===== src/rtl/nx_stream_distributor.sv =====
// Routes an inbound message stream into four per-direction FIFOs.
// Each outbound stream drains independently under its own valid/ready handshake.
package nx_pkg;
  typedef logic [31:0] nx_message_t;
  typedef enum logic [1:0] {
    NORTH = 2'd0,
    EAST  = 2'd1,
    SOUTH = 2'd2,
    WEST  = 2'd3
  } nx_direction_t;
endpackage

module nx_stream_distributor
  import nx_pkg::*;
#(
  parameter int FIFO_DEPTH = 2
) (
  input  logic          clk_i,
  input  logic          rst_i,
  input  nx_message_t   dist_data_i,
  input  nx_direction_t dist_dir_i,
  input  logic          dist_valid_i,
  output logic          dist_ready_o,
  output nx_message_t   north_data_o,
  output logic          north_valid_o,
  input  logic          north_ready_i,
  output nx_message_t   east_data_o,
  output logic          east_valid_o,
  input  logic          east_ready_i,
  output nx_message_t   south_data_o,
  output logic          south_valid_o,
  input  logic          south_ready_i,
  output nx_message_t   west_data_o,
  output logic          west_valid_o,
  input  logic          west_ready_i,
  output logic          idle_o
);

  localparam int PW = $clog2(FIFO_DEPTH);
  localparam int CW = PW + 1;

  logic [PW-1:0] wr_ptr_q [4];
  logic [PW-1:0] wr_ptr_d [4];
  logic [PW-1:0] rd_ptr_q [4];
  logic [PW-1:0] rd_ptr_d [4];
  logic [CW-1:0] cnt_q    [4];
  logic [CW-1:0] cnt_d    [4];
  nx_message_t   mem_q    [4][FIFO_DEPTH];
  nx_message_t   head     [4];

  logic [3:0] empty;
  logic [3:0] full;
  logic [3:0] dir_oh;
  logic [3:0] push;
  logic [3:0] pop;
  logic [3:0] out_rdy;

  assign out_rdy = {west_ready_i, south_ready_i, east_ready_i, north_ready_i};
  assign dir_oh  = 4'b0001 << dist_dir_i;

  always_comb begin
    empty = '0;
    full  = '0;
    for (int d = 0; d < 4; d++) begin
      empty[d] = (cnt_q[d] == '0);
      full[d]  = (cnt_q[d] == CW'(FIFO_DEPTH));
    end
  end

  // Inbound acceptance looks only at registered occupancy, never at outbound ready
  assign dist_ready_o = ~full[dist_dir_i];
  assign push         = {4{dist_valid_i & dist_ready_o}} & dir_oh;
  assign pop          = ~empty & out_rdy;

  always_comb begin
    for (int d = 0; d < 4; d++) begin
      wr_ptr_d[d] = wr_ptr_q[d];
      rd_ptr_d[d] = rd_ptr_q[d];
      cnt_d[d]    = cnt_q[d];
      if (push[d]) wr_ptr_d[d] = wr_ptr_q[d] + PW'(1);
      if (pop[d])  rd_ptr_d[d] = rd_ptr_q[d] + PW'(1);
      case ({push[d], pop[d]})
        2'b10:   cnt_d[d] = cnt_q[d] + CW'(1);
        2'b01:   cnt_d[d] = cnt_q[d] - CW'(1);
        default: cnt_d[d] = cnt_q[d];
      endcase
    end
  end

  always_ff @(posedge clk_i) begin
    if (rst_i) begin
      for (int d = 0; d < 4; d++) begin
        wr_ptr_q[d] <= '0;
        rd_ptr_q[d] <= '0;
        cnt_q[d]    <= '0;
      end
    end else begin
      for (int d = 0; d < 4; d++) begin
        wr_ptr_q[d] <= wr_ptr_d[d];
        rd_ptr_q[d] <= rd_ptr_d[d];
        cnt_q[d]    <= cnt_d[d];
      end
    end
  end

  // Storage is not reset; empty queues mask their head to zero instead
  always_ff @(posedge clk_i) begin
    for (int d = 0; d < 4; d++) begin
      if (push[d]) mem_q[d][wr_ptr_q[d]] <= dist_data_i;
    end
  end

  always_comb begin
    for (int d = 0; d < 4; d++) begin
      head[d] = empty[d] ? '0 : mem_q[d][rd_ptr_q[d]];
    end
  end

  assign north_data_o  = head[0];
  assign east_data_o   = head[1];
  assign south_data_o  = head[2];
  assign west_data_o   = head[3];
  assign north_valid_o = ~empty[0];
  assign east_valid_o  = ~empty[1];
  assign south_valid_o = ~empty[2];
  assign west_valid_o  = ~empty[3];
  assign idle_o        = &empty;

endmodule


===== config.mk =====
export PLATFORM = sky130hd
export DESIGN_NAME = nx_stream_distributor
export DESIGN_NICKNAME = d
export VERILOG_FILES = /design/src/rtl/nx_stream_distributor.sv
export SDC_FILE = /design/constraint.sdc
export NUM_CORES = 1
export LEC_CHECK = 0
export ABC_AREA = 1
export BUFFER_PORTS_ARGS = -buffer_cell sky130_fd_sc_hd__buf_2
export CAP_MARGIN = 20
export CELL_PAD_IN_SITES_DETAIL_PLACEMENT = 0
export CELL_PAD_IN_SITES_GLOBAL_PLACEMENT = 1
export CORE_AREA = 2 2 186 188
export CTS_CLUSTER_DIAMETER = 120
export DETAILED_ROUTE_END_ITERATION = 10
export DIE_AREA = 0 0 188 190
export HOLD_SLACK_MARGIN = 0.06
export PLACE_DENSITY_LB_ADDON = 0.1
export RECOVER_POWER = 50
export SYNTH_ARGS = -nofsm -noshare
export SYNTH_HDL_FRONTEND = slang
export SYNTH_SLANG_ARGS = --single-unit
export TNS_END_PERCENT = 5

===== constraint.sdc =====
create_clock -name clk_i -period 2.9 [get_ports clk_i]
set_input_delay 0.29 -clock clk_i [delete_from_list [all_inputs] [get_ports clk_i]]
set_output_delay 0.29 -clock clk_i [all_outputs]
set_load 0.03 [all_outputs]

* Word level (Yosys, flattened, before mapping) *
Memory sizes are Yosys's and may differ from the RTL's.
Cells that the tools add are included.
Widths: inputs -> output; s select.

word-level totals
  input port bits = 41
  memories = 4
  RAM bits = 272
  register bits after elaboration = 0
  output and inout bits = 134
  word-level logic and storage cells = 145

cells by class
  shift operators = 1
  $add $sub $neg = 16
  mux-type cells = 61
  reduce and logical (&&, ||, !) cells = 9
  equal/unequal tests = 12
  bitwise operators = 29
  magnitude comparators = 13

memories
  name      words  width  rd ports  clocked after Yosys merged registers in  wr ports  RTL line  source
  mem_q     4      64     4         0                                        4         48        nx_message_t mem_q [4][FIFO_DEPTH];
  cnt_q     4      2      4         0                                        4         46        logic [CW-1:0] cnt_q [4];
  rd_ptr_q  4      1      4         0                                        4         44        logic [PW-1:0] rd_ptr_q [4];
  wr_ptr_q  4      1      4         0                                        4         42        logic [PW-1:0] wr_ptr_q [4];

operators with widths
  cell                 number
  $mux 32              20
  $mux 64              4
  $demux 32 s1         4
  $mux 1               24
  $eq 2x2->1 const B   8
  $ge 2x2->1 const B   8
  $not 1->2            8
  $pmux 2 s2           4
  $or 1x1->1           12
  $add 1x1->1 const B  8
  $add 2x1->2 const B  4
  $and 4x4->4          2
  $eq 2x1->1 const B   4
  $logic_not 2->1      4
  $lt 2x1->1 const B   4
  $mux 2               4
  $sub 2x1->2 const B  4
  $not 1->1            5
  $logic_and 1x1->1    4
  $not 4->4            1
  $reduce_and 4->1     1
  $shl 1x2->4 const A  1
  $lt 2x3->1 const B   1
  $bmux 1 s2           1
  $and 1x1->1          1

* Depth between registers and ports, before layout *
Gate-level depths: netlist of run 1.

  depth in word-level cells = 9
  gate-level depth with buffers = 11
  depth with buffers taken out = 11

* Worst setup path after synthesis of run 1 *
Ideal clock, no wire load.

  path type = register to register
  start = memory cnt_q[1][0] in the netlist's numbering
  end = memory mem_q[2][32] in the netlist's numbering (enable)
  library setup time = 0.421 ns
  arrival time = 2.370 ns
  clock period less this slack = 2.791 ns
  path buffers = 0
  cell stages (with the launch flop) = 7
  path slack = 0.109 ns
  data required time = 2.479 ns
  cell sequence = dfxtp_1 -> nor2_1 -> nand2_1 -> nand2_1 -> nor2_4 -> nand3_1 -> nor2_1

RTL lines
  what         RTL line
  from (decl)  46
  to (decl)    48

==> results of run 1 <==
==> state kept, by name, summed over array words and instances, names as in the netlist <==
signal    count
cnt_q         8
wr_ptr_q      4
mem_q       256
rd_ptr_q      4
==> through the flow <==
step                instance area [µm²]  cells
floorplan                         10300    814
global placement                  11900   1424
detailed placement                11900   1424
CTS                               13200   1506
global route                      13100   1506
finish                            13100   1506
==> logic make-up after synthesis <==
| family | after synthesis | share of synthesized area, % |
|---|---|---|
| and+or+nand+nor | 311 | 11.6 |
| AOI/OAI and AO/OA | 152 | 7.38 |
| xor gates and xnor gates | 4 | 0.340 |
| DFF | 272 | 77.7 |
| buffers and inverters | 71 | 2.58 |
| adders and majority gates | 4 | 0.485 |
==> cells in the final DEF, fill, tap and decap left out, types with 14 or more instances in the layout <==
| cell | n |
|---|---|
| clkbuf_1 | 43 |
| inv_1 | 25 |
| clkbuf_16 | 30 |
| nor2_1 | 16 |
| edfxtp_1 | 256 |
| buf_4 | 14 |
| a21oi_1 | 140 |
| buf_2 | 137 |
| dlygate4sd3_1 | 28 |
| nand2_1 | 277 |
==> metal layers <==
metal	routed length, µm	GRT usage, %	share of wire, %	vias to the layer above
li1	-	-	-	3267
met1	14000	23.3	47	3305
met2	14000	27.2	47	163
met3	1240	2.21	4.2	30
met4	513	3.60	1.7	0
met5	0	0	0	-
==> critical path, cell delays in order, from the launching register on <==
cell	delay, ns
dfxtp_2	0.32
inv_2	0.39
buf_4	0.30
nand2_1	0.07
a21oi_1	0.20
buf_2	0.24
==> synthesized netlist by cell type <==
cell type and n:
dfxtp_1 16, nand3_1 3, nand2_1 277, nor2_1 25, clkbuf_1 41, nor2_4 1, inv_1 26, edfxtp_1 256
nor4_1 1, nand4_1 4, o21ai_0 12, clkinv_1 4, xor2_1 4, ha_1 4, a21oi_1 140
==> report_power, final <==
group	internal [mW]	total, mW	switching [mW]
Sequential	4.42	4.48	0.0586
Clock	2.44	3.99	1.55
Combinational	0.542	2.37	1.83
Total	7.40	10.8	3.43
==> how the worst min path moves through the flow <==
stage,start,endpoint,slack (ns),cells past startpoint
finish,north_ready_i,rd_ptr_q[0],0.08,3
global route,north_ready_i,rd_ptr_q[0],0.09,3
CTS,dist_data_i[0],mem_q[3][32],0.06,1
detailed placement,cnt_q[2][1],cnt_q[2][1],0.52,2
global placement,cnt_q[0][1],cnt_q[0][1],0.51,2
floorplan,rst_i,cnt_q[0][0],0.36,1
==> final cells by class <==
class	count	area share, %
flip-flops and latches	272	61.1
multi-input cells	471	16.0
repair buffers	224	9.84
clock buffers	34	5.91
well taps	455	4.34
clock inverters	20	1.95
inverters	30	0.858
==> timing repair <==
action / 4_1_cts / 5_1_grt
endpoints found under the hold margin: 186 / 0
hold buffers: 28 / 0
endpoints found under the setup margin: 0 / 0
==> qor.csv, run 1 <==
stage,metric,value,unit
status,status,"finished, final reports clean",
timing,fin_crit,2.38,ns
die,die_w,188,µm
setup_path,reg2reg_slack,0.54,ns
setup_path,cp.required,2.61,ns
yosys,ys_ff_latch,272,
layout,multi_input_area,2100,µm²
timing,setup_ws,0.524,ns
power,ir_drop,493,µV
yosys,ys_warn_count,0,
layout,diodes,0,
layout,fillers,3335,
timing,setup_viol,0,
timing,hold_violations,0,
setup_path,cp.arrival,2.09,ns
layout,fin_util,38.7,%
yosys,avgSynthCellArea,12.7,µm²
detailed_routing,avgRoutedWirePerCell,19.8,µm
global_route,grt_max_degree,35,
clock_tree,clock_latency,0.56,ns
worst_hold_path,hp-class,in2reg,
detailed_routing,finalWirelength,29800,µm
global_route,grt_pass1_wl,43900,µm
power,power,10.8,mW
global_route,groute.usage.overall,16.5,%
timing,layout_worst_path_cycle_share,81.9,%
timing,tightest_slew,0.862,ns
timing,fin_worst_skew,0.0149,ns
die,design.portCount,175,
layout,seqCellArea,8010,µm²
timing,report.final.slew_viol_count,0,
placement,place_ws,0.782,ns
yosys,yosysSeqAreaShare,77.7,%
setup_path,path_max_fanout,23,
yosys,synth.area.top_cells,"edfxtp_1 75%, nand2_1 10%, a21oi_1 6.8%, dfxtp_1 3.1%, clkbuf_1 1.5%",
clock_tree,post_cts_resized,0,
yosys,yosysTopAreaCell,edfxtp_1,
yosys,ys_types,15,
timing,clock.fmax,0.421,GHz
clock_tree,cts_buffers,30,
yosys,syn-cell-area,10300,µm²
clock_tree,cts.sinks,272,
placement,portBuffers,174,
setup_path,worst-r2r-cell-count,7,
yosys,yosysTopAreaCellShare,74.6,%
clock_tree,tritoncts,yes,
clock_tree,clk_path_buf_depth,3,
clock_tree,path_clk_slew,0.07,ns
die,fp.dieH,190,µm
layout,nNetsFinal,1074,
die,dieArea,35700,µm²
global_route,antenna_found_initial,0,
setup_path,cp-endpoint,west_data_o[3],
power,p_leak,5.05,nW
setup_path,criticalPathCategory,reg2out,
timing,rsz0062_at_grt,false,
setup_path,startpoint_type,flip-flop,
placement,place_hpwl,18700,µm
detailed_routing,ant_nets,0,
setup_path,regToRegStartpoint,cnt_q[1][0],
run,max_cap_violations,0,
setup_path,crit_path_end_kind,output port,
global_route,grt_pass1_vias,6668,
timing,setup_tns,0,ns
detailed_routing,vias_per_cell,4.49,
timing,relSlewSlack,42.5,%
detailed_routing,drt_iter0_drc,402,
global_route,grt.overflow.total,0,
setup_path,r2r_end,mem_q[2][37],
die,rows,68,
yosys,syn-instance-count,814,
detailed_routing,firstDrtPassIters,4,
placement,routabilityCongestion,0.704,
layout,syn_to_final_growth,27.3,%
clock_tree,postCtsSetupBuffers,0,
detailed_routing,drc_errors,0,
power,p_per_area,826,nW/µm²
clock_tree,cts_root_buf,clkbuf_16,
clock_tree,htreeDepth,1,
timing,holdWs,0.0830,ns
die,start_util,30.4,%
layout,drive_above_1_share,20.8,%
die,coreArea,33900,µm²
setup_path,critical_path.startpoint,rd_ptr_q[3],
detailed_routing,vias,6765,
yosys,syn_nets,859,
No activity file was read; power rests on OpenSTA's default activity.
==> inputs of run 2 (changes only) <==
==> constraint.sdc (replaced) <==
create_clock -name clk_i -period 2.32 [get_ports clk_i]
set_input_delay 0.232 -clock clk_i [delete_from_list [all_inputs] [get_ports clk_i]]
set_output_delay 0.232 -clock clk_i [all_outputs]
set_load 0.03 [all_outputs]
==> run 2 against run 1 <==
  * Highest routed layer unchanged
  * Die area stayed put
  * Clock power increased by 18%
  * Routed wire length shrank 1.5%
  * Critical endpoint is now south_data_o[13]
  * First-iteration DRC count fell by 4.0%
  * Clock skew up 0.0051 ns
  * Critical path type unchanged
  * Clock-buffer cell count rose by 4
  * Final cell count grew 1.6%
  * Largest cell class unchanged
==> qor.csv, run 2 (synthesis results as in run 1) <==
stage,metric,value,unit,change
detailed_routing,avgRoutedWirePerCell,19.2,µm,was 19.8 µm
clock_tree,cts_root_buf,clkbuf_16,,unchanged
timing,setup_ws,0.0736,ns,was 0.524 ns
clock_tree,tritoncts,yes,,unchanged
detailed_routing,firstDrtPassIters,4,,unchanged
timing,layout_worst_path_cycle_share,96.8,%,
timing,tightest_slew,0.771,ns,was 0.862 ns
placement,routabilityCongestion,0.729,,was 0.704
layout,largest_reg_flops,256,,unchanged
timing,hold_violations,0,,unchanged
detailed_routing,finalWirelength,29300,µm,"was 29,800 µm"
detailed_routing,top_layer_used,met4,,unchanged
setup_path,criticalPathCategory,reg2out,,unchanged
detailed_routing,dr_wl_met3,1150,µm,was 1240 µm
detailed_routing,drc_errors,0,,unchanged
clock_tree,htreeDepth,1,,unchanged
global_route,grt_pass1_vias,6694,,"was 6,668"
detailed_routing,wl_met1,13800,µm,"was 14,000 µm"
timing,relSlewSlack,48.6,%,was 42.5%
run,max_cap_violations,0,,unchanged
setup_path,crit_path_end_kind,output port,,unchanged
die,dieArea,35700,µm²,unchanged
layout,final_common_cell,nand2_1,,unchanged
clock_tree,cts.sinks,272,,unchanged
die,start_util,30.4,%,unchanged
timing,setup_viol,0,,unchanged
detailed_routing,vias_per_cell,4.46,,was 4.49
detailed_routing,drt_iter0_drc,386,,was 402
die,die_w,188,µm,unchanged
power,ir_drop,551,µV,was 493 µV
timing,clock.fmax,0.445,GHz,
power,p_leak,5.12,nW,was 5.05 nW
placement,place_ws,0.342,ns,was 0.782 ns
global_route,grt.overflow.total,0,,unchanged
die,design.portCount,175,,unchanged
layout,nNetsFinal,1096,,"was 1,074"
global_route,antenna_found_initial,0,,unchanged
placement,portBuffers,174,,unchanged
timing,fin_worst_skew,0.0200,ns,was 0.0149 ns
detailed_routing,routed-wl-met2,13800,µm,"was 14,000 µm"
placement,place_hpwl,19000,µm,"was 18,700 µm"
clock_tree,path_clk_slew,0.06,ns,was 0.07 ns
detailed_routing,vias,6823,,"was 6,765"
timing,rsz0062_at_grt,false,,unchanged
die,coreArea,33900,µm²,unchanged
timing,report.final.slew_viol_count,0,,unchanged
layout,diodes,0,,unchanged
clock_tree,postCtsSetupBuffers,0,,unchanged
clock_tree,clock_latency,0.56,ns,about the same
layout,layout_common_cells,"277 x nand2_1, 256 x edfxtp_1, 140 x a21oi_1",,unchanged
power,power,13.3,mW,was 10.8 mW
status,status,"finished, final reports clean",,unchanged
global_route,grt_pass1_wl,43000,µm,"was 43,900 µm"
global_route,groute.usage.overall,16.2,%,was 16.5%
timing,fin_crit,2.25,ns,
setup_path,cp.required,2.09,ns,was 2.61 ns
die,rows,68,,unchanged
global_route,grt_max_degree,33,,was 35
worst_hold_path,hp-class,in2reg,,unchanged
setup_path,startpoint_type,flip-flop,,unchanged
power,p_per_area,1010,nW/µm²,was 826 nW/µm²
detailed_routing,ant_nets,0,,unchanged
setup_path,cp.arrival,2.01,ns,was 2.09 ns
clock_tree,clk_path_buf_depth,3,,unchanged
setup_path,path_max_fanout,32,,was 23
die,fp.dieH,190,µm,unchanged
layout,syn_to_final_growth,28.2,%,was 27.3%
timing,setup_tns,0,ns,unchanged
layout,drive_above_1_share,21.2,%,was 20.8%
clock_tree,cts_buffers,31,,was 30
-- run 2: final cells by class --
class,count,area (µm²)
fill,3271,20700
timing repair buffer,245,1470
sequential,272,8010
inverter,30,119
tap,455,569
multi-input combinational,471,2070
clock inverter,19,171
clock buffer,38,802
-- run 2: final timing paths --
path / from / depth (start not counted) / endpoint / slack [ns]
worst min-delay path: dist_valid_i / 4 / wr_ptr_q[3] / 0.15
worst max register to register: cnt_q[0][0] / 8 / mem_q[0][59] / 0.25
worst min register to register: cnt_q[2][1] / 2 / cnt_q[2][1] / 0.52
worst max-delay path: rd_ptr_q[2] / 4 / south_data_o[13] / 0.07
-- run 2: per-stage QoR --
stage | utilization [%] | hold WS [ns] | std cells | cell area [µm²]
2_1_floorplan | - | 0.304 | 814 | 10300
3_3_place_gp | 35.2 | 0.510 | 1436 | 12000
3_5_place_dp | 35.2 | 0.513 | 1436 | 12000
4_1_cts | 39.2 | 0.137 | 1530 | 13300
5_1_grt | 38.9 | 0.187 | 1530 | 13200
6_report | 38.9 | 0.153 | 1530 | 13200
-- run 2: critical path: stages, from the launching register on --
cell and delay, ns:
dfxtp_2 0.33, buf_4 0.38, nand2_1 0.09, a21oi_1 0.36
buf_2 0.28
-- run 2: what timing repair did --
item | 4_1_cts | 5_1_grt
gates resized for setup | 1 | 6
endpoints found under the hold margin | 264 | 0
hold buffers | 37 | 0
setup endpoints to repair | 1 | 23
-- run 2: power by group --
group | leakage, nW | switching [mW] | total [mW] | internal, mW
registers | 2.46 | 0.0727 | 5.60 | 5.53
logic | 2.18 | 2.30 | 3.02 | 0.717
clock network | 0.478 | 1.92 | 4.70 | 2.78
-- run 2: per-layer routing --
metal	vias up	global-route usage, %
met1	3309	22.3
met4	0	3.85
met3	37	2.42
met5	-	0
li1	3319	-
met2	158	27.1
==> inputs of run 3 (changes only) <==
--- a/config.mk
+++ b/config.mk
@@ -15,7 +15,7 @@
 export DETAILED_ROUTE_END_ITERATION = 10
 export DIE_AREA = 0 0 188 190
 export HOLD_SLACK_MARGIN = 0.06
-export PLACE_DENSITY_LB_ADDON = 0.1
+export PLACE_DENSITY = 0.66
 export RECOVER_POWER = 50
 export SYNTH_ARGS = -nofsm -noshare
 export SYNTH_HDL_FRONTEND = slang
==> run 3 against run 2 <==
  * First-iteration DRC count grew 6.2%
  * Setup slack gained 0.031 ns
  * Register-to-register slack gained 0.04 ns
  * Fmax grew 1.4%
  * Clock-buffer cell count shrank 6
  * Global-route usage shrank 1.1 points
  * Die area is the same
==> qor.csv, run 3 (synthesis results as in run 1) <==
stage,metric,value,unit,change
status,status,"finished, final reports clean",,unchanged
detailed_routing,firstDrtPassIters,4,,unchanged
layout,layout_common_cells,"277 x nand2_1, 256 x edfxtp_1, 140 x a21oi_1",,unchanged
timing,rsz0062_at_grt,false,,unchanged
power,p_comb_share,22.9,%,was 22.6%
detailed_routing,vias_per_cell,4.41,,was 4.46
power,p_per_area,984,nW/µm²,was 1010 nW/µm²
timing,setup_viol,0,,unchanged
die,dieArea,35700,µm²,unchanged
die,start_util,30.4,%,unchanged
placement,routabilityCongestion,0.756,,was 0.729
setup_path,r2r_end,mem_q[0][2],,was mem_q[0][59]
die,design.portCount,175,,unchanged
global_route,grt_pass1_wl,40500,µm,"was 43,000 µm"
placement,place_ws,0.352,ns,was 0.342 ns
global_route,grt.overflow.total,0,,unchanged
setup_path,criticalPathCategory,reg2out,,unchanged
clock_tree,postCtsSetupBuffers,0,,unchanged
layout,final_common_cell,nand2_1,,unchanged
detailed_routing,vias,6688,,"was 6,823"
layout,finalNonFillerCells,1515,,"was 1,530"
global_route,antenna_found_initial,0,,unchanged
die,rows,68,,unchanged
setup_path,path_max_fanout,27,,was 32
timing,hold_violations,0,,unchanged
timing,clock.fmax,0.451,GHz,was 0.445 GHz
die,fp.dieH,190,µm,unchanged
timing,fin_crit,2.22,ns,was 2.25 ns
timing,relSlewSlack,60.4,%,was 48.6%
clock_tree,htreeDepth,1,,unchanged
placement,place_inst,1429,,"was 1,436"
layout,fin_util,38.5,%,was 38.9%
setup_path,cp.required,2.09,ns,about the same
layout,diodes,0,,unchanged
detailed_routing,ant_nets,0,,unchanged
placement,portBuffers,174,,unchanged
setup_path,startpoint_type,flip-flop,,unchanged
layout,nNetsFinal,1084,,"was 1,096"
power,switchingPower,4.15,mW,was 4.30 mW
clock_tree,cts_root_buf,clkbuf_16,,unchanged
detailed_routing,drt_iter0_drc,410,,was 386
clock_tree,cts_buffers,29,,was 31
clock_tree,clock_latency,0.53,ns,was 0.56 ns
worst_hold_path,hp-class,in2reg,,unchanged
placement,place_hpwl,18000,µm,"was 19,000 µm"
global_route,groute.usage.overall,15.1,%,was 16.2%
setup_path,reg2reg_slack,0.29,ns,was 0.25 ns
clock_tree,clk_path_buf_depth,3,,unchanged
power,sw_frac_of_total,32.2,%,about the same
setup_path,crit_path_end_kind,output port,,unchanged
setup_path,cp.arrival,1.98,ns,was 2.01 ns
power,p_leak,5.03,nW,was 5.12 nW
clock_tree,cts.sinks,272,,unchanged
global_route,grt_pass1_vias,6501,,"was 6,694"
global_route,grt_max_degree,34,,was 33
power,seq_power_share,43.5,%,was 42.1%
detailed_routing,avgRoutedWirePerCell,18.1,µm,was 19.2 µm
timing,report.final.slew_viol_count,0,,unchanged
worst_hold_path,holdPathStages,3,,was 4
timing,layout_worst_path_cycle_share,95.5,%,was 96.8%
clock_tree,tritoncts,yes,,unchanged
detailed_routing,drc_errors,0,,unchanged
power,pwr-share-clk,33.6,%,was 35.3%
timing,fin_worst_skew,0.00947,ns,was 0.0200 ns
timing,tightest_slew,0.594,ns,was 0.771 ns
layout,syn_to_final_growth,26.9,%,was 28.2%
power,power,12.9,mW,was 13.3 mW
setup_path,cp-endpoint,north_data_o[5],,was south_data_o[13]
die,die_w,188,µm,unchanged
power,p_int,8.72,mW,was 9.02 mW
layout,drive_above_1_share,21.4,%,was 21.2%
detailed_routing,finalWirelength,27400,µm,"was 29,300 µm"
run,max_cap_violations,0,,unchanged
setup_path,regToRegStartpoint,cnt_q[0][0],,unchanged
die,coreArea,33900,µm²,unchanged
clock_tree,path_clk_slew,0.06,ns,about the same
setup_path,critical_path.startpoint,rd_ptr_q[0],,was rd_ptr_q[2]
layout,largest_reg_flops,256,,unchanged
setup_path,worst-r2r-cell-count,7,,was 8
power,ir_drop,547,µV,was 551 µV
worst_hold_path,min_from,north_ready_i,,was dist_valid_i
timing,holdWs,0.0613,ns,was 0.153 ns
timing,setup_ws,0.104,ns,was 0.0736 ns
## run 3: metrics by stage
step | cell area (µm²) | setup TNS (ns)
2_1_floorplan | 10300 | -45.32
3_3_place_gp | 11900 | 0
3_5_place_dp | 11900 | 0
4_1_cts | 13200 | 0
5_1_grt | 13100 | 0
6_report | 13100 | 0
## run 3: power groups by stage
stage / sequential [mW] / combinational [mW] / clock [mW]
6_report: 5.60 / 2.94 / 4.33
3_5_place_dp: 5.70 / 2.99 / 0
5_1_grt: 5.62 / 3.19 / 4.61
3_3_place_gp: 5.70 / 2.98 / 0
4_1_cts: 5.60 / 3.04 / 4.43
2_1_floorplan: 5.68 / 1.84 / 0
## run 3: layout make-up
| class | count | area, µm² |
|---|---|---|
| clock buffer | 32 | 737 |
| clock inverter | 20 | 151 |
| fill | 3274 | 20900 |
| inverter | 30 | 115 |
| multi-input combinational | 471 | 2110 |
| sequential | 272 | 8010 |
| tap | 455 | 569 |
| timing repair buffer | 235 | 1380 |
## run 3: timing repair
action,in CTS,in global routing
hold buffers,34,0
endpoints found under the hold margin,261,0
resized for setup,0,2
endpoints found under the setup margin,0,6
## run 3: how the worst min path moves through the flow
stage / end / slack (ns)
after global routing: rd_ptr_q[0] / 0.07
after global placement: cnt_q[2][1] / 0.51
after floorplan: cnt_q[0][0] / 0.30
after CTS: rd_ptr_q[0] / 0.07
final: rd_ptr_q[0] / 0.06
after detailed placement: cnt_q[1][0] / 0.51
## run 3: metal layers
metal / part of all wire (%) / wire [µm] / vias up / track usage [%]
li1: - / - / 3283 / -
met1: 45 / 12300 / 3201 / 20.1
met2: 49 / 13300 / 167 / 25.7
met3: 4.6 / 1250 / 37 / 2.45
met4: 2.0 / 540 / 0 / 3.79
met5: 0 / 0 / - / 0
## run 3: critical path, stage by stage, from the launching register on
cell and delay [ns]:
dfxtp_2 0.32, inv_2 0.13, buf_4 0.35, nand2_1 0.09, a21oi_1 0.29, buf_2 0.26
